### config.mk
export PLATFORM = sky130hd
export DESIGN_NAME = vx_gbar_arbiter
export DESIGN_NICKNAME = d
export VERILOG_FILES = /design/src/rtl/vx_gbar_arbiter.sv
export SDC_FILE = /design/constraint.sdc
export NUM_CORES = 1
export LEC_CHECK = 0
export ABC_AREA = 1
export BUFFER_PORTS_ARGS = -buffer_cell sky130_fd_sc_hd__buf_2
export CAP_MARGIN = 20
export CORE_MARGIN = 2
export CORE_UTILIZATION = 45
export CTS_CLUSTER_SIZE = 28
export DETAILED_ROUTE_END_ITERATION = 8
export PLACE_DENSITY = 0.65
export RECOVER_POWER = 100
export SYNTH_ARGS = -nofsm -noshare
export SYNTH_HDL_FRONTEND = slang
export SYNTH_SLANG_ARGS = --single-unit
export TNS_END_PERCENT = 10
### constraint.sdc
create_clock -name clk -period 5.2 [get_ports clk]
set_clock_uncertainty 0.2 [all_clocks]
set_input_delay 0 -clock clk [delete_from_list [all_inputs] [get_ports clk]]
set_output_delay 0 -clock clk [all_outputs]
set_load 0.1 [all_outputs]
### src/rtl/vx_gbar_arbiter.sv
// ============================================================================
//  Module   : vx_gbar_arbiter
//  Brief    : Cluster global-barrier controller with round-robin arrival arbitration
//  Revision : 1.0 - initial release
// ============================================================================
`default_nettype none

module vx_gbar_arbiter #(
  parameter int NUM_REQS     = 4,
  parameter int NUM_BARRIERS = 8,
  parameter int NB_WIDTH     = $clog2(NUM_BARRIERS),
  parameter int NC_WIDTH     = (NUM_REQS > 1) ? $clog2(NUM_REQS) : 1
) (
  input  logic                         clk,
  input  logic                         reset,
  input  logic [NUM_REQS-1:0]          req_valid,
  input  logic [NUM_REQS*NB_WIDTH-1:0] req_id,
  input  logic [NUM_REQS*NC_WIDTH-1:0] req_size_m1,
  output logic [NUM_REQS-1:0]          req_ready,
  output logic                         rsp_valid,
  output logic [NB_WIDTH-1:0]          rsp_id,
  output logic [NUM_BARRIERS-1:0]      pending_ids,
  output logic                         busy
);

  localparam int c_CNT_WIDTH = $clog2(NUM_REQS + 1);

  logic [NC_WIDTH-1:0]     r_ptr;
  logic [NUM_REQS-1:0]     r_mask [NUM_BARRIERS];
  logic                    r_rsp_valid;
  logic [NB_WIDTH-1:0]     r_rsp_id;
  logic [NUM_BARRIERS-1:0] r_pending;
  logic                    r_busy;

  logic                    w_found;
  logic [NC_WIDTH-1:0]     w_gidx;
  logic [NC_WIDTH-1:0]     w_idx;
  logic [NUM_REQS-1:0]     w_grant;
  logic [NB_WIDTH-1:0]     w_sel_id;
  logic [NC_WIDTH-1:0]     w_sel_size;
  logic [NUM_REQS-1:0]     w_sel_mask;
  logic                    w_id_ok;
  logic [c_CNT_WIDTH-1:0]  w_cnt;
  logic                    w_hit;
  logic                    w_release;
  logic [NUM_REQS-1:0]     w_mask_nxt [NUM_BARRIERS];
  logic [NUM_BARRIERS-1:0] w_pending_nxt;
  logic                    w_unused_cnt;

  // First valid requester at or after the pointer, wrapping.
  always_comb begin
    w_found = 1'b0;
    w_gidx  = '0;
    w_idx   = '0;
    for (int k = 0; k < NUM_REQS; k++) begin
      w_idx = NC_WIDTH'((int'(r_ptr) + k) % NUM_REQS);
      if (!w_found && req_valid[w_idx]) begin
        w_found = 1'b1;
        w_gidx  = w_idx;
      end
    end
  end

  always_comb begin
    w_grant         = '0;
    w_grant[w_gidx] = w_found;
  end

  assign w_sel_id   = req_id[int'(w_gidx)*NB_WIDTH +: NB_WIDTH];
  assign w_sel_size = req_size_m1[int'(w_gidx)*NC_WIDTH +: NC_WIDTH];

  generate
    if ((1 << NB_WIDTH) == NUM_BARRIERS) begin : g_id_full
      assign w_id_ok = 1'b1;
    end else begin : g_id_range
      assign w_id_ok = (w_sel_id < NB_WIDTH'(NUM_BARRIERS));
    end
  endgenerate

  assign w_sel_mask = w_id_ok ? r_mask[w_sel_id] : '0;

  always_comb begin
    w_cnt = '0;
    for (int i = 0; i < NUM_REQS; i++) begin
      w_cnt = w_cnt + c_CNT_WIDTH'(w_sel_mask[i]);
    end
  end

  // Only the low NC_WIDTH bits of the arrival count take part in the match.
  assign w_hit        = (w_cnt[NC_WIDTH-1:0] == w_sel_size);
  assign w_unused_cnt = ^w_cnt;

  always_comb begin
    w_release = 1'b0;
    for (int b = 0; b < NUM_BARRIERS; b++) begin
      w_mask_nxt[b] = r_mask[b];
    end
    if (w_found && w_id_ok) begin
      if (w_hit) begin
        w_mask_nxt[w_sel_id] = '0;
        w_release            = 1'b1;
      end else begin
        w_mask_nxt[w_sel_id][w_gidx] = 1'b1;
      end
    end
    for (int b = 0; b < NUM_BARRIERS; b++) begin
      w_pending_nxt[b] = |w_mask_nxt[b];
    end
  end

  always_ff @(posedge clk) begin
    if (reset) begin
      for (int b = 0; b < NUM_BARRIERS; b++) begin
        r_mask[b] <= '0;
      end
      r_ptr       <= '0;
      r_rsp_valid <= 1'b0;
      r_rsp_id    <= '0;
      r_pending   <= '0;
      r_busy      <= 1'b0;
    end else begin
      for (int b = 0; b < NUM_BARRIERS; b++) begin
        r_mask[b] <= w_mask_nxt[b];
      end
      if (w_found) begin
        r_ptr <= (w_gidx == NC_WIDTH'(NUM_REQS - 1)) ? '0 : w_gidx + 1'b1;
      end
      r_rsp_valid <= w_release;
      if (w_release) begin
        r_rsp_id <= w_sel_id;
      end
      r_pending <= w_pending_nxt;
      r_busy    <= (|w_pending_nxt) | w_release;
    end
  end

  // Protocol checks: barrier ID in range, no repeated arrival from one core.
  always_ff @(posedge clk) begin
    if (!reset && w_found) begin
      assert (w_id_ok);
      assert (!w_sel_mask[w_gidx]);
    end
  end

  assign req_ready   = w_grant;
  assign rsp_valid   = r_rsp_valid;
  assign rsp_id      = r_rsp_id;
  assign pending_ids = r_pending;
  assign busy        = r_busy;

endmodule

`default_nettype wire
## Yosys cells after proc, flatten, opt, wreduce, memory -nomap -nowiden

Memory sizes are Yosys's and may differ from the RTL's.
Cells that the tools add are included.

| word-level totals | value |
|---|---|
| word-level logic and storage cells | 95 |
| memories | 1 |
| output and inout port bits | 17 |
| bits in writable memories | 32 |
| input bits | 26 |
| register bits after elaboration | 15 |

| cells by class | value |
|---|---|
| $mul | 1 |
| reduce and logical (&&, ||, !) cells | 17 |
| $lt $le $gt $ge | 8 |
| muxes and demuxes | 38 |
| add/subtract/negate cells | 7 |
| equality and inequality tests | 2 |
| bitwise gates (word level) | 14 |
| shift-type cells | 2 |

Memory list:

| memory | depth | bits a word | rd ports | clocked after Yosys merged registers in | wr ports | line | RTL |
|---|---|---|---|---|---|---|---|
| r_mask | 8 | 4 | 9 | 0 | 8 | 29 | `logic [NUM_REQS-1:0] r_mask [NUM_BARRIERS];` |

Operators with widths:

| operator | number |
|---|---|
| 32-bit 2-to-1 mux | 2 |
| 4-bit 2-to-1 mux | 10 |
| 32-bit AND | 1 |
| 32-bit inverter | 1 |
| 32-bit bitwise OR | 1 |
| 32-bit OR reduction | 1 |
| 4-bit OR reduction | 8 |
| 4-bit demux with 3-bit select | 2 |
| 2-bit by 3-bit < comparator with 1-bit output (second input constant) | 5 |
| 1-bit 2-to-1 mux | 14 |
| 12-bit by 5-bit variable part select with 3-bit output | 1 |
| 2-bit 2-to-1 mux | 5 |
| 1-bit bitwise OR | 9 |
| 1-bit binary-select mux with 2-bit select | 4 |
| 8-bit by 4-bit variable part select with 2-bit output | 1 |
| 1-bit logical AND | 5 |
| 2-bit by 1-bit adder with 2-bit output | 2 |
| 2-bit by 1-bit adder with 2-bit output (second input constant) | 2 |
| 2-bit adder (second input constant) | 2 |
| 4-bit AND | 1 |
| 4-bit greater-or-equal comparator (second input constant) | 1 |
| 4-bit by 1-bit < comparator with 1-bit output (second input constant) | 1 |
| 2-bit by 2-bit multiplier with 4-bit output (second input constant) | 1 |
| 3-bit inverter with 4-bit output | 1 |
| other kinds (6) | 8 |

## Logic depth before layout (Yosys ltp)

Gate-level depths: netlist of the first run.

| depth | value |
|---|---|
| word-level depth | 25 |
| mapped depth | 39 |

## Least setup slack after synthesis of the first run

Ideal clock, no wire load.

| timing path | value |
|---|---|
| kind | register -> register |
| start | register r_ptr[0] |
| end | register r_busy (netlist: busy) |
| path slack | 730 ps |
| setup time | 128 ps |
| stages on the path, launching flop included | 34 |
| period minus slack after synthesis | 4470 ps |
| required time | 4872 ps |
| path buffers | 4 |
| arrival time | 4142 ps |
| cells stage by stage | dfxtp_1 -> buf_6 -> inv_6 -> nand2_1 -> nand3_1 -> nand2_1 -> nor2_4 -> nand3_2 -> buf_6 -> buf_6 -> nand3b_4 -> nand3_2 -> nand2_4 -> inv_1 -> nand3_1 -> inv_2 -> a221oi_1 -> o2111ai_1 -> inv_1 -> fa_1 -> ha_1 -> xnor2_1 -> nand3_1 -> nand2_2 -> nand2_2 -> nor2_4 -> buf_6 -> nand2_2 -> nand2_1 -> nand3_1 -> nor2_1 -> nand3_1 -> nor2_1 -> nor2_1 |

| on the way | value |
|---|---|
| word-level cells in the longest chain between the ends | 25 |
| elaborated cells on any way between the ends | 55 |

Ends and longest elaborated chain:

| element | line | RTL |
|---|---|---|
| start: declaration | 28 | `logic [NC_WIDTH-1:0] r_ptr;` |
| start signal: assignment | 126 | `r_ptr <= (w_gidx == NC_WIDTH'(NUM_REQS - 1)) ? '0 : w_gidx + 1'b1;` |
| branches (longest 24 deep; another with 2-bit by 2-bit multiplier with 4-bit output) | - |  |
| 1-bit bitwise OR * | 133 | `r_busy <= (\|w_pending_nxt) \| w_release;` |
| end signal: assignment | 133 |  |
| end: declaration | 33 | `logic r_busy;` |

Mark *: on every way between the ends. The select of a mux whose other input is x is not followed.
A chain may end at the register's enable or synchronous reset.

## Final worst setup path of the first run

Same ends and word-level chain as after synthesis.

==> results.toml, run 1 <==
[cts]
h-tree-depth = 2
tritoncts_clock_tree = "yes"
cts-hold-fix-buffers = 0
cts-root-to-sink-buffers = 2
clk_root_buffer_cell = "sky130_fd_sc_hd__clkbuf_8"
cts.sink_count = 47
cts_buffers = 5
worst_setup_hold_path_clk_slew_ps = 80
worst_skew_pair.late_latency_ps = 300

[synth]
synth_compound_area_share_pct = 10.4
synthesis.area_per_instance_sq_um = 6.54
post_synth_xor_area_fraction_pct = 0.293
most_used_standard_cells_in_the_synthesized_netlist = "sky130_fd_sc_hd__nand2_1, sky130_fd_sc_hd__inv_1, sky130_fd_sc_hd__nor2_1"
largest_family_of_logic_cells_by_synthesized_area = "simple AND/OR/NAND/NOR gates"
synth-edff-count = 0
ys_seq_elements = 47
ys_top_cells_by_area = "sky130_fd_sc_hd__dfxtp_1, sky130_fd_sc_hd__nand2_1, sky130_fd_sc_hd__inv_1, sky130_fd_sc_hd__nand3_1, sky130_fd_sc_hd__nor2_1"
ys.warnings.count = 0
synth.yosys.seq_area_share_pct = 31.4
synth-adder-area-share_pct = 2.76
synth.largest_area_cell = "sky130_fd_sc_hd__dfxtp_1"
async_flop_share_pct = 0
synthSimpleGateAreaFrac_pct = 43.3
share_of_yosys_cell_area_claimed_by_the_top_area_cell_type_pct = 31.4
synth.distinct_cells = 33
most_repeated_cell_in_the_gate_level_netlist_after_synthesis = "sky130_fd_sc_hd__nand2_1"
synth.area.mux_share_pct = 0
netlist_area_sq_mm = 0.00299
primary_flip_flop_cell_chosen_by_synthesis_mapping = "sky130_fd_sc_hd__dfxtp_1"
syn_nets = 490
number_of_instances_in_the_synthesized_netlist = 458

[hold_path]
min_path_type = "input port to register"

[routing]
dr_total_vias = 3067
finalWirelength_microns = 8030
remaining_drc_errors = 0
drt-vias-per-instance = 5.13
drt_first_iter_violations = 182
wire_per_inst_microns = 13.4
ant_nets = 0
drt_first_pass_iters = 5

[final_layout]
nets = 553
drive_above_1_share_pct = 22.3
synthToLayoutAreaGrowth_pct = 18.5
final.fill_count = 664
ant_cells = 0

[worst_setup_path]
maximum_fanout_along_the_worst_path = 9
critical-path-max-stage-delay_ps = 410
r2r_setup_slack_ps = 260
critPathLaunchType = "register"
critical_path.endpoint_type = "register"
critPathKind = "register to register"
crit_path_top_delay_cell = "sky130_fd_sc_hd__dfxtp_4"
timing.critical_path.max_delay_family = "simple AND/OR/NAND/NOR gates"
timing.critical_path.mode_cell = "sky130_fd_sc_hd__nand2_1"
cp.buffers_inverters = 7
crit_required_ps = 5170
worst_ep_arrival_time_ps = 4910

[sta]
tightest_slew_ps = 1180
final_min_period_over_clock_period_pct = 94.9
maxSlewHeadroom_pct = 21.5
post-route-worst-setup-slack_ps = 264
hold_viol_final = 0
slew_violations = 0
upper_clock_frequency_limit_mhz = 203
setup_viol = 0
period_minus_slack_ps = 4940

[grt]
grtUsageTotal_pct = 22.3
grt_use_met2_pct = 37.4
gr-usage-met1_pct = 30.5
globalRoute.busiestLayer = "met2"
global_route_wire_length_before_repair_microns = 13100
globalRouteOverflowTotal = 0
groute.layer.met3.usage_pct = 3.56
grt_start_max_net_pins = 45
initial_antenna_violation_count = 0
grt_pass1_vias = 2843

[floorplan]
ios = 43
die_height_microns = 85.6
fp-row-count = 29
floorplan.initialDensity_pct = 46.9
core_sq_mm = 0.00639
overall_die_area_sq_mm = 0.00732
die_width_microns = 85.6

[place]
port_buffers = 42
gp_routability_congestion = 0.892
dp.final_hpwl_microns = 6100
preCtsSetupSlack_ps = -79.1

[flow_run]
maxCapViolations = 0

[run_status]
run_status = "finished, final reports clean"
==> worst paths after layout <==
check                  from           end  cells past startpoint
setup reg to reg   r_ptr[0]          busy                     33
hold / removal        reset  r_mask[5][2]                      3
setup / recovery   r_ptr[0]          busy                     33
hold reg to reg   rsp_id[1]     rsp_id[1]                      2
==> flip-flops by register name, indices dropped and copies added, names as in the netlist <==
name and count:
pending_ids 8, r_mask 32, busy 1, rsp_valid 1, rsp_id 3, r_ptr 2
==> layout by cell type, fill, tap and decap left out, types with 2 or more instances in the layout <==
cell type,n
sky130_fd_sc_hd__nand2_1,137
sky130_fd_sc_hd__inv_1,57
sky130_fd_sc_hd__nor2_1,46
sky130_fd_sc_hd__dfxtp_1,45
sky130_fd_sc_hd__nand3_1,39
sky130_fd_sc_hd__buf_2,25
sky130_fd_sc_hd__buf_4,25
sky130_fd_sc_hd__clkbuf_1,17
sky130_fd_sc_hd__nand2_2,15
sky130_fd_sc_hd__o21ai_0,14
sky130_fd_sc_hd__o21ai_1,10
sky130_fd_sc_hd__nand2_4,9
sky130_fd_sc_hd__inv_2,8
sky130_fd_sc_hd__nor2_2,6
sky130_fd_sc_hd__o22ai_1,6
sky130_fd_sc_hd__o21bai_1,6
sky130_fd_sc_hd__clkbuf_8,6
sky130_fd_sc_hd__nand4_1,5
sky130_fd_sc_hd__a21oi_1,5
sky130_fd_sc_hd__nor2_4,4
sky130_fd_sc_hd__ha_1,4
sky130_fd_sc_hd__nand3_2,3
sky130_fd_sc_hd__nand3b_1,3
sky130_fd_sc_hd__a221oi_1,3
sky130_fd_sc_hd__a22oi_1,2
sky130_fd_sc_hd__nor2_8,2
sky130_fd_sc_hd__o2111ai_1,2
sky130_fd_sc_hd__a31oi_1,2
==> final cells by class <==
class | count | area (sq um) | area share, %
flip-flops and latches | 47 | 946 | 26.7
multi-input cells | 332 | 1770 | 49.9
well taps | 77 | 96.3 | 2.72
inverters | 67 | 259 | 7.30
clock inverters | 1 | 5.00 | 0.141
repair buffers | 68 | 388 | 10.9
clock buffers | 6 | 82.6 | 2.33
==> metal layers <==
metal  share of wire (%)  routed length (microns)  vias to the layer above
met5                   0                        0                        -
met4                 1.5                      123                        0
met3                 4.3                      348                       13
met2                  47                     3740                       87
met1                  48                     3820                     1400
li1                    -                        -                     1567
==> logic make-up after synthesis <==
family | after synthesis
AOI/OAI and AO/OA | 52
xor gates and xnor gates | 1
DFF | 47
and+or+nand+nor | 273
buffers and inverters | 79
adders and majority gates | 6
==> worst reg2reg max path, delay by kind of cell (launching register included) <==
kind | cells | cell delay [ps]
compound gates | 1 | 340
simple gates | 22 | 2300
fa+ha+maj | 2 | 630
buf+inv | 7 | 740
flops | 1 | 410
xor+xnor | 1 | 180
==> stage by stage <==
stage | hold slack [ps] | area, sq um | TNS (ps) | cells | util [%]
final | 28.0 | 3550 | 0 | 598 | 55.5
after global routing | 54.4 | 3550 | -36.4 | 598 | 55.5
after CTS | 16.8 | 3400 | 0 | 586 | 53.2
after detailed placement | 258 | 3310 | -79.1 | 579 | 51.8
after global placement | 250 | 3310 | 0 | 579 | 51.8
after floorplan | 86.7 | 2990 | 0 | 458 | -
==> repair_timing <==
action / CTS / global route
setup endpoints to repair: 1 / 5
buffers inserted: 0 / 12
pin swaps: 0 / 7
resized for setup: 1 / 24
Power of run 1 is not shown: default switching activity piles up to over one toggle a cycle in this logic, so the estimate is an artifact.
==> run 2: changes to the inputs <==
Settings changed: CORE_UTILIZATION 45 to 57, PLACE_DENSITY 0.65 to 0.79.
==> run 2 against run 1 <==
Net effect:
- die area shrank 20%
- routed wire length grew 10%
- worst setup slack lost 3.8 ps
- sequential cell count is the same
- register-to-register slack is essentially flat
- via count grew 7.7%
- critical path depth grew 1
- hold slack gained 28 ps
- non-clock buffer count grew 5
- global-route usage grew 6.0 points
- first-iteration DRC count grew 130%
- cell count shrank 0.17%
==> results.toml, run 2 (synthesized netlist as in run 1, its figures left out) <==
[final_layout]
layout.cells.non_filler = 597
multi_input_area_sq_mm = 0.00186
most-common-layout-cells = "sky130_fd_sc_hd__nand2_1, sky130_fd_sc_hd__inv_1, sky130_fd_sc_hd__nor2_1, sky130_fd_sc_hd__dfxtp_1, sky130_fd_sc_hd__nand3_1"
seq_area_sq_um = 946
cell_area_after_layout_sq_mm = 0.00373
top_register = "r_mask"
ant_cells = 0
nets = 558
final.fill_count = 416
drive_above_1_share_pct = 27.9
largest_reg_flops = 32
mostFrequentLayoutCell = "sky130_fd_sc_hd__nand2_1"
synthToLayoutAreaGrowth_pct = 24.5

[worst_setup_path]
cp.buffers_inverters = 4
maximum_fanout_along_the_worst_path = 8
r2r_setup_slack_ps = 260
timing.critical_path.max_delay_family = "simple AND/OR/NAND/NOR gates"
r2r_cells = 34
timing.critical_path.mode_cell = "sky130_fd_sc_hd__nand2_1"
crit_path_top_delay_cell = "sky130_fd_sc_hd__fa_1"
critical_path.endpoint_type = "register"
timing.rr.start = "r_ptr[0]"
crit_required_ps = 5170
critical-path-max-stage-delay_ps = 430
critPathKind = "register to register"
critPathLaunchType = "register"
r2r-end = "busy"
worst_ep_arrival_time_ps = 4910

[grt]
initial_antenna_violation_count = 0
grt_pass1_vias = 2909
globalRouteOverflowTotal = 0
grtUsageTotal_pct = 28.3
global_route_wire_length_before_repair_microns = 13400
grt_start_max_net_pins = 45

[sta]
slew_violations = 0
post-route-worst-setup-slack_ps = 260
setup_viol = 0
period_minus_slack_ps = 4940
hold_viol_final = 0
maxSlewHeadroom_pct = 21.6
tightest_slew_ps = 1180
finalSetupTns_ps = 0
upper_clock_frequency_limit_mhz = 202
final_min_period_over_clock_period_pct = 95.0

[cts]
h-tree-depth = 2
worst_setup_hold_path_clk_slew_ps = 90
worst_skew_pair.late_latency_ps = 300
cts-root-to-sink-buffers = 2
cts-hold-fix-buffers = 0
cts.sink_count = 47
cts_buffers = 5
clk_root_buffer_cell = "sky130_fd_sc_hd__clkbuf_8"
tritoncts_clock_tree = "yes"

[place]
dp.final_hpwl_microns = 6000
port_buffers = 42
postPlaceCellArea_sq_mm = 0.00327
gp_routability_congestion = 1.04
dp_cell_count = 568
preCtsSetupSlack_ps = -85.6

[hold_path]
min_path_type = "input port to register"
worst_hold_startpoint = "reset"
worst_hold_endpoint = "pending_ids[4]"
hold_path_depth = 2

[routing]
dr_total_vias = 3304
drt-vias-per-instance = 5.53
drt_first_pass_iters = 5
wire_per_inst_microns = 14.8
remaining_drc_errors = 0
ant_nets = 0
finalWirelength_microns = 8860
drt_first_iter_violations = 416

[floorplan]
floorplan.initialDensity_pct = 59.0
ios = 43
die_height_microns = 76.5
fp-row-count = 26
overall_die_area_sq_mm = 0.00585
die_width_microns = 76.5
core_sq_mm = 0.00507

[run_status]
run_status = "finished, final reports clean"

[flow_run]
maxCapViolations = 0
## run 2: cell count changes in the layout (fill, tap and decap cells not counted), sizes merged
cell	change
buf	+9
clkinv	-1
clkbuf	-3
clkinvlp	+1
## run 2: repair_timing
action	in CTS	in global routing
endpoints found under the hold margin	0	0
pin swaps	1	21
setup buffers	3	18
gates resized for setup	1	56
endpoints found under the setup margin	1	7
## run 2: per-stage QoR
step | util (%) | hold slack (ps)
after floorplan | - | 86.7
after global placement | 64.4 | 245
after detailed placement | 64.4 | 248
after CTS | 66.9 | 27.9
after global routing | 73.4 | 93.2
final | 73.4 | 56.4
## run 2: cell type report
type,instances,area share (%)
tap,70,2.35
inverter,67,7.02
timing repair buffer,73,12.6
clock buffer,7,2.58
clock inverter,1,0.201
multi-input combinational,332,49.8
sequential,47,25.4
## run 2: worst max path at each step
| stage | from | end | slack (ps) | cells after the start |
|---|---|---|---|---|
| global placement | r_ptr[0] | busy | 60 | 34 |
| floorplan | r_ptr[0] | busy | 730 | 33 |
| CTS | r_ptr[0] | busy | 90 | 34 |
| detailed placement | r_ptr[0] | busy | -90 | 34 |
| global route | r_ptr[0] | busy | -110 | 33 |
| finish | r_ptr[0] | busy | 260 | 34 |
## run 2: layer usage
| metal | share of wire, % | wire, microns | up-vias | global-route usage [%] |
|---|---|---|---|---|
| li1 | - | - | 1574 | - |
| met1 | 41 | 3610 | 1499 | 35.1 |
| met2 | 47 | 4130 | 191 | 46.5 |
| met3 | 9.2 | 819 | 40 | 8.18 |
| met4 | 3.4 | 298 | 0 | 10.9 |
| met5 | 0 | 0 | - | 0 |
Power of run 2 is left out for the same reason.
